File: src/rtl/cb_portb_wr_seq.sv
// -----------------------------------------------------------------------------
// cb_portb_wr_seq
//   Port-B write sequencer for the L-bank CB buffer. A burst request latches a
//   base row address, a row count, a direction and a lane-pair select. Each
//   valid mapped row arriving on CB_dinb then becomes one registered write
//   (latency 1) to the same address on all enabled lanes. Row addresses step
//   up (POS/NEW) or down (NEG) from the base, modulo 2^CB_AW.
//
// Parameters
//   L      : number of CB banks/lanes
//   RSA_DW : lane data width
//   CB_AW  : per-bank address width
//   LEN_W  : row-count width
//
// Ports
//   clk             : clock, rising edge
//   sys_rst         : asynchronous active-high reset
//   wr_start        : burst request pulse (accepted only in IDLE)
//   wr_base_addr    : first row address
//   wr_len          : rows in the burst
//   wr_dir          : 00 IDLE, 01 POS, 10 NEG, 11 NEW
//   landmark_num_10 : lane-pair select for NEW
//   in_valid        : mapped row on CB_dinb is valid
//   CB_dinb         : mapped row data
//   CB_enb/CB_web   : per-bank port-B enable / write enable
//   CB_addrb        : per-bank address, lane i at [i*CB_AW +: CB_AW]
//   CB_dinb_q       : registered write data
//   wr_busy         : burst in progress (WRITE or DONE)
//   wr_done         : one-cycle completion pulse
//   wr_err          : only with CB_WR_ERR_EN defined; sticky flag for in_valid
//                     seen outside WRITE, cleared by the next accepted start
//
// Build option macro: CB_WR_ERR_EN
// -----------------------------------------------------------------------------
module cb_portb_wr_seq #(
  parameter int L      = 4,
  parameter int RSA_DW = 16,
  parameter int CB_AW  = 10,
  parameter int LEN_W  = 6
) (
  input  logic                  clk,
  input  logic                  sys_rst,
  input  logic                  wr_start,
  input  logic [CB_AW-1:0]      wr_base_addr,
  input  logic [LEN_W-1:0]      wr_len,
  input  logic [1:0]            wr_dir,
  input  logic [1:0]            landmark_num_10,
  input  logic                  in_valid,
  input  logic [L*RSA_DW-1:0]   CB_dinb,
  output logic [L-1:0]          CB_enb,
  output logic [L-1:0]          CB_web,
  output logic [L*CB_AW-1:0]    CB_addrb,
  output logic [L*RSA_DW-1:0]   CB_dinb_q,
  output logic                  wr_busy,
  output logic                  wr_done
`ifdef CB_WR_ERR_EN
  ,
  output logic                  wr_err
`endif
);

  typedef enum logic [1:0] {S_IDLE, S_WRITE, S_DONE} state_t;
  typedef enum logic [1:0] {DIR_IDLE, DIR_POS, DIR_NEG, DIR_NEW} dir_t;

  state_t             state, state_nx;
  dir_t               dir_q;
  logic [CB_AW-1:0]   base_q;
  logic [LEN_W-1:0]   len_q;
  logic [1:0]         lm_q;
  logic [LEN_W-1:0]   cnt;

  logic               accept;
  logic               fire;
  logic [L-1:0]       lane_mask;
  logic [CB_AW-1:0]   cnt_ext;
  logic [CB_AW-1:0]   addr_nx;

  // Next-state and per-cycle strobes
  always_comb begin
    state_nx = state;
    accept   = 1'b0;
    fire     = 1'b0;
    case (state)
      S_IDLE: begin
        if (wr_start) begin
          accept   = 1'b1;
          // Zero-length or IDLE-direction requests complete without writing
          state_nx = (wr_len != '0 && wr_dir != 2'b00) ? S_WRITE : S_DONE;
        end
      end
      S_WRITE: begin
        if (in_valid) begin
          fire = 1'b1;
          if (cnt == len_q - LEN_W'(1)) state_nx = S_DONE;
        end
      end
      S_DONE:  state_nx = S_IDLE;
      default: state_nx = S_IDLE;
    endcase
  end

  // Lane enables: all lanes for POS/NEG; NEW picks lanes 0,1 when the
  // landmark select MSB is set, otherwise lanes 2,3.
  always_comb begin
    lane_mask = '0;
    for (int unsigned i = 0; i < L; i++) begin
      if (dir_q == DIR_NEW)
        lane_mask[i] = lm_q[1] ? (i < 2) : (i == 2 || i == 3);
      else
        lane_mask[i] = 1'b1;
    end
  end

  assign cnt_ext = CB_AW'(cnt);
  assign addr_nx = (dir_q == DIR_NEG) ? (base_q - cnt_ext) : (base_q + cnt_ext);

  always_ff @(posedge clk or posedge sys_rst) begin
    if (sys_rst) begin
      state     <= S_IDLE;
      dir_q     <= DIR_IDLE;
      base_q    <= '0;
      len_q     <= '0;
      lm_q      <= '0;
      cnt       <= '0;
      CB_enb    <= '0;
      CB_web    <= '0;
      CB_addrb  <= '0;
      CB_dinb_q <= '0;
    end else begin
      state <= state_nx;
      if (accept) begin
        dir_q  <= dir_t'(wr_dir);
        base_q <= wr_base_addr;
        len_q  <= wr_len;
        lm_q   <= landmark_num_10;
        cnt    <= '0;
      end
      if (fire) begin
        cnt       <= cnt + LEN_W'(1);
        CB_enb    <= lane_mask;
        CB_web    <= lane_mask;
        CB_addrb  <= {L{addr_nx}};
        CB_dinb_q <= CB_dinb;
      end else begin
        CB_enb <= '0;
        CB_web <= '0;
      end
    end
  end

  // Decoded from state so the async reset clears them immediately
  assign wr_busy = (state != S_IDLE);
  assign wr_done = (state == S_DONE);

`ifdef CB_WR_ERR_EN
  // A stray row in the same cycle as an accepted start still flags
  always_ff @(posedge clk or posedge sys_rst) begin
    if (sys_rst)
      wr_err <= 1'b0;
    else
      wr_err <= (accept ? 1'b0 : wr_err) | (in_valid && state != S_WRITE);
  end
`endif

endmodule

File: config.mk
export PLATFORM = sky130hd
export DESIGN_NAME = cb_portb_wr_seq
export DESIGN_NICKNAME = d
export VERILOG_FILES = /design/src/rtl/cb_portb_wr_seq.sv
export SDC_FILE = /design/constraint.sdc
export NUM_CORES = 1
export LEC_CHECK = 0
export CAP_MARGIN = 0
export CELL_PAD_IN_SITES_DETAIL_PLACEMENT = 0
export CELL_PAD_IN_SITES_GLOBAL_PLACEMENT = 1
export CORE_MARGIN = 2
export CORE_UTILIZATION = 33
export CTS_CLUSTER_DIAMETER = 30
export CTS_CLUSTER_SIZE = 40
export DETAILED_ROUTE_END_ITERATION = 10
export MAX_ROUTING_LAYER = met4
export PLACE_DENSITY = 0.93
export SETUP_SLACK_MARGIN = 0.02
export SYNTH_ARGS = -nofsm -noshare
export SYNTH_HDL_FRONTEND = slang
export SYNTH_SLANG_ARGS = --single-unit
File: constraint.sdc
create_clock -name clk -period 6.58 [get_ports clk]
set_input_delay 1.316 -clock clk [delete_from_list [all_inputs] [get_ports clk]]
set_output_delay 1.316 -clock clk [all_outputs]
set_load 0.05 [all_outputs]
==> impl_metrics.yaml, run 1 <==
worst_setup_path:
  crit_start: "in_valid"
  required_ns: 6.79
  worstPathArrival_ns: 3.34
  crit_path_max_fanout: 43
  crit_path_start_kind: "input port"
  critPathCaptureType: "flop"
  crit_type: "input port to flop"
  r2r-start: "dir_q[0]$_DFFE_PP0P_"
clocking:
  cts_tree: "done"
  post_cts_resized: 0
  clock-sinks: 103
  cts_setup_buffers: 0
  htree_levels: 3
  hold_buffers: 0
  root_buffer: "clkbuf_16"
  cts_max_path_buffers: 2
  path_clk_slew_ns: 0.07
  cts_made_buffers: 9
  clk_latency_ns: 0.34
global_route:
  grt_pass1_vias: 3849
  grt_util_all_layers_pct: 15.6
  antenna_found_initial: 0
  grt_max_degree: 56
  grt_first_pass_wirelength_mm: 19.2
  overflow: 0
floorplan:
  die_w_um: 125
  die_area_um2: 15600
  rows: 44
  ioPinCount: 202
  start_util_pct: 33.5
  core_um2: 14400
  die_h_um: 125
worst_hold_path:
  min_from: "CB_dinb_q[41]$_DFFE_PP0P_"
  hold_path.class: "flop to flop"
synth:
  synthSimpleGateAreaFrac_pct: 23.7
  synth_top_family_by_area: "simple AND/OR/NAND/NOR gates"
  synth-xor-area-share_pct: 3.63
  synth_compound_area_share_pct: 6.37
  yosysSeqAreaShare_pct: 53.4
  syn_area_um2: 4830
  synth_fp_nets: 656
  yosysUniqueCellTypes: 36
  syn_inst: 555
  synth_area_leaders: "dfrtp_1 (53%), nand2_1 (20%), buf_4 (5.8%), ha_1 (3.1%), xnor2_1 (2.9%)"
  synth_top_area_share_pct: 53.4
  synth_top_flop_cell: "dfrtp_1"
  synthArstFlopShare_pct: 100
  ys_ff_latch: 103
  synthAdderAreaFrac_pct: 3.52
  synthMuxAreaShare_pct: 0.415
  yosys_warnings: 0
  synth_edf_count: 0
  synth_area_leader_cell: "dfrtp_1"
  synth_area_per_cell_um2: 8.70
timing:
  worst_slew_pin_slew_ns: 0.806
  setup_viol: 0
  max_slew_margin_pct: 46.3
  slew_violations: 0
  skew_ns: 0.00634
  rsz0062_at_grt: "no"
  post-route-period-util_pct: 47.5
  tns_ns: 0
  whs_ns: 0.471
  period_minus_slack_ns: 3.13
  fmax_ghz: 0.320
  hold_viol: 0
layout:
  drive_above_1_share_pct: 3.09
  antenna_cells: 0
  fin_cells: 895
  n_fill_cell: 1392
  layout_common_cells: "nand2_1 (261), clkdlybuf4s50_1 (200), dfrtp_1 (103)"
  layout_commonest_cell: "nand2_1"
  syn_to_final_growth_pct: 44.4
  nets: 807
run:
  max-cap-violations: 0
route:
  vias_per_cell: 4.39
  drcViolationCount: 0
  first_iter_violations: 211
  num_vias: 3932
  detail_route.wl_per_cell_um: 13.0
  postRouteAntennaNets: 0
  dr.pass1.iters: 4
  totalWireLength_mm: 11.6
place:
  dpl.hpwl_mm: 8.38
  place.gp.congestion: 0.833
  dp.cells: 879
  port_buffers: 200
outcome:
  outcome: "finished clean"
## critical path, stage by stage
cell and delay, ns:
clkdlybuf4s50_1 0.54, and2_2 0.54, buf_4 0.51, nor2_1 0.15
o21ai_0 0.18, o21ai_0 0.10
## synth_stat cells, types with 4 or more instances
cell        n
a21o_1      5
xor2_1      4
a21oi_1     6
inv_1      11
nor2b_1     4
nand2_1   262
nor3_1      4
nand3_1     5
xnor2_1    16
clkbuf_1   19
ha_1       12
o21ai_0    21
buf_4      37
buf_2       6
nor2_1     11
dfrtp_1   103
## worst paths after layout
check | endpoint | slack (ns) | cells past startpoint
min in group asynchronous | CB_dinb_q[59]$_DFFE_PP0P_ | 1.40 | 2
max reg2reg | CB_addrb[37]$_DFFE_PP0P_ | 3.77 | 9
max in group asynchronous | CB_dinb_q[29]$_DFFE_PP0P_ | 4.01 | 3
max | cnt[2]$_DFFE_PP0P_ | 3.45 | 6
min reg2reg | CB_dinb_q[41]$_DFFE_PP0P_ | 0.47 | 2
min | CB_dinb_q[41]$_DFFE_PP0P_ | 0.47 | 2
## metrics by stage
step,instance area [um^2],util (%),worst slack (ns)
CTS,6970,48.3,3.41
global route,6970,48.3,3.26
global placement,6700,46.4,3.05
floorplan,4830,-,2.56
finish,6970,48.3,3.45
detailed placement,6700,46.4,3.05
## routing by layer
layer / global-route usage, % / vias to the layer above / wire length (um)
met2: 24.9 / 106 / 5460
met3: 3.64 / 9 / 523
met5: - / - / 0
li1: - / 2014 / -
met4: 3.92 / 0 / 127
met1: 20.2 / 1803 / 5500
## logic make-up after synthesis
family,Yosys count
adders and majority gates,13
muxes,2
xor gates and xnor gates,20
AOI/OAI and AO/OA,49
DFF,103
buffers and inverters,74
and+or+nand+nor,294
## flip-flops by register name, indices dropped and copies added, names as in the netlist
name	flops
len_q	6
base_q	10
lm_q	1
state	2
CB_dinb_q	64
CB_addrb	10
dir_q	2
cnt	6
CB_web	2
## layout make-up
| cell class | count | area, um^2 | share of cell area, % |
|---|---|---|---|
| inverter | 11 | 43.8 | 0.628 |
| clock buffer | 10 | 229 | 3.28 |
| sequential | 103 | 2580 | 37.0 |
| tap | 184 | 230 | 3.30 |
| timing repair buffer | 203 | 2020 | 29.0 |
| clock inverter | 6 | 45.0 | 0.646 |
| multi-input combinational | 378 | 1820 | 26.1 |
Power of run 1 is left out: the tool's default activity adds up to more than one toggle a clock period on the data nets, which glitch-free logic cannot reach.
==> run 2, diff against run 1 <==
- CORE_UTILIZATION: 33 -> 31
- PLACE_DENSITY: 0.93 -> 0.89
- clock period: 6.58 -> 3.2 ns (I/O delays scaled with it)
==> run 2 against run 1 <==
Net effect:
- via count up 0.56%
- first-iteration DRC count down 0.95%
- design area up 2.1%
- worst hold slack about the same
- critical endpoint is now CB_addrb[37]$_DFFE_PP0P_
==> impl_metrics.yaml, run 2 (synthesis gave the netlist of run 1 again) <==
route:
  drcViolationCount: 0
  num_vias: 3954
  vias_per_cell: 4.38
  postRouteAntennaNets: 0
  totalWireLength_mm: 12.1
  detail_route.wl_per_cell_um: 13.4
  dr.pass1.iters: 4
  first_iter_violations: 209
timing:
  whs_ns: 0.472
  fmax_ghz: 0.385
  setup_slack_ns: 0.604
  tns_ns: 0
  post-route-period-util_pct: 81.1
  rsz0062_at_grt: "no"
  skew_ns: 0.00637
  worst_slew_pin_slew_ns: 0.738
  setup_viol: 0
  period_minus_slack_ns: 2.60
  max_slew_margin_pct: 50.6
  slew_violations: 0
  hold_viol: 0
layout:
  largest-register: "CB_dinb_q"
  layout_commonest_cell: "nand2_1"
  n_fill_cell: 1467
  drive_above_1_share_pct: 3.50
  multiInputGateArea_um2: 1820
  syn_to_final_growth_pct: 47.5
  layout_common_cells: "nand2_1 (261), clkdlybuf4s50_1 (200), dfrtp_1 (103)"
  nets: 811
  top_regs: "CB_dinb_q (64), CB_addrb (10), base_q (10)"
  ff_latch_area_um2: 2580
  antenna_cells: 0
  largest_reg_flops: 64
worst_setup_path:
  crit_type: "flop to flop"
  cp_slowest_cell: "dfrtp_1"
  critical-path-max-stage-delay_ns: 0.48
  required_ns: 3.41
  worstPathArrival_ns: 2.80
  crit_path_cell_trace: "inv_1 -> ha_1 -> mux2i_1 -> ha_1 -> nor2b_1 -> o2111ai_1 -> nand3_1 -> o41ai_1 -> xor2_1 -> o21ai_0"
  crit_path_max_fanout: 8
  crit_path_start_kind: "flop"
  crit_path_frequent_cell: "ha_1"
  critPathCaptureType: "flop"
clocking:
  root_buffer: "clkbuf_16"
  path_clk_slew_ns: 0.07
  cts_made_buffers: 9
  post_cts_resized: 0
  clock-sinks: 103
  cts_setup_buffers: 0
  cts_tree: "done"
  htree_levels: 3
  clk_latency_ns: 0.35
  hold_buffers: 0
  cts_max_path_buffers: 2
place:
  port_buffers: 200
  place.gp.congestion: 0.803
  place_ws_ns: 0.590
  dpl.hpwl_mm: 8.82
global_route:
  grt_max_degree: 59
  grt_util_all_layers_pct: 15.2
  antenna_found_initial: 0
  overflow: 0
  grt_pass1_vias: 3714
  grt_first_pass_wirelength_mm: 19.2
floorplan:
  rows: 45
  die_h_um: 129
  start_util_pct: 31.8
  die_area_um2: 16600
  ioPinCount: 202
  core_um2: 15200
  die_w_um: 129
worst_hold_path:
  hold_path.class: "flop to flop"
outcome:
  outcome: "finished clean"
run:
  max-cap-violations: 0
-- run 2: area by class of cell --
cell class	instances	area share (%)
clock buffer	10	3.22
clock inverter	5	1.49
inverter	11	0.633
multi-input combinational	378	25.6
sequential	103	36.2
tap	188	3.30
timing repair buffer	207	29.6
-- run 2: through the flow --
step                      utilization (%)  cell area (um^2)  instances
after floorplan                         -              4830        555
after global placement               44.6              6790        887
after detailed placement             44.6              6790        887
after CTS                            46.8              7120        902
after global routing                 46.8              7120        902
final                                46.8              7120        902
-- run 2: critical path: cells and delay by family (launching register included) --
kind | cells | cell delay [ns]
adder cells (fa/ha/maj) | 2 | 0.59
buffers and inverters | 1 | 0.07
XOR/XNOR | 1 | 0.17
AND/OR/NAND/NOR | 2 | 0.29
AO/OA/AOI/OAI | 3 | 0.57
flip-flops | 1 | 0.48
multiplexers | 1 | 0.28
-- run 2: final timing paths --
check	depth (start not counted)	slack (ns)	from	endpoint
setup / recovery	10	0.60	cnt[1]$_DFFE_PP0P_	CB_addrb[37]$_DFFE_PP0P_
hold / removal	1	0.47	lm_q[1]$_DFFE_PP0P_	CB_web[2]$_DFF_PP0_
setup reg to reg	10	0.60	cnt[1]$_DFFE_PP0P_	CB_addrb[37]$_DFFE_PP0P_
hold reg to reg	1	0.47	lm_q[1]$_DFFE_PP0P_	CB_web[2]$_DFF_PP0_
max in group asynchronous	3	2.12	sys_rst	len_q[3]$_DFFE_PP0P_
min in group asynchronous	2	0.53	sys_rst	CB_dinb_q[14]$_DFFE_PP0P_
-- run 2: routing by layer --
| metal | wire [um] | part of all wire, % | vias up | GRT usage, % |
|---|---|---|---|---|
| met4 | 268 | 2.2 | 0 | 6.52 |
| met3 | 661 | 5.5 | 19 | 3.12 |
| met5 | 0 | 0 | - | - |
| met1 | 5440 | 45 | 1795 | 20.0 |
| met2 | 5730 | 47 | 126 | 23.0 |
| li1 | - | - | 2014 | - |
Power of run 2 is left out for the same reason.
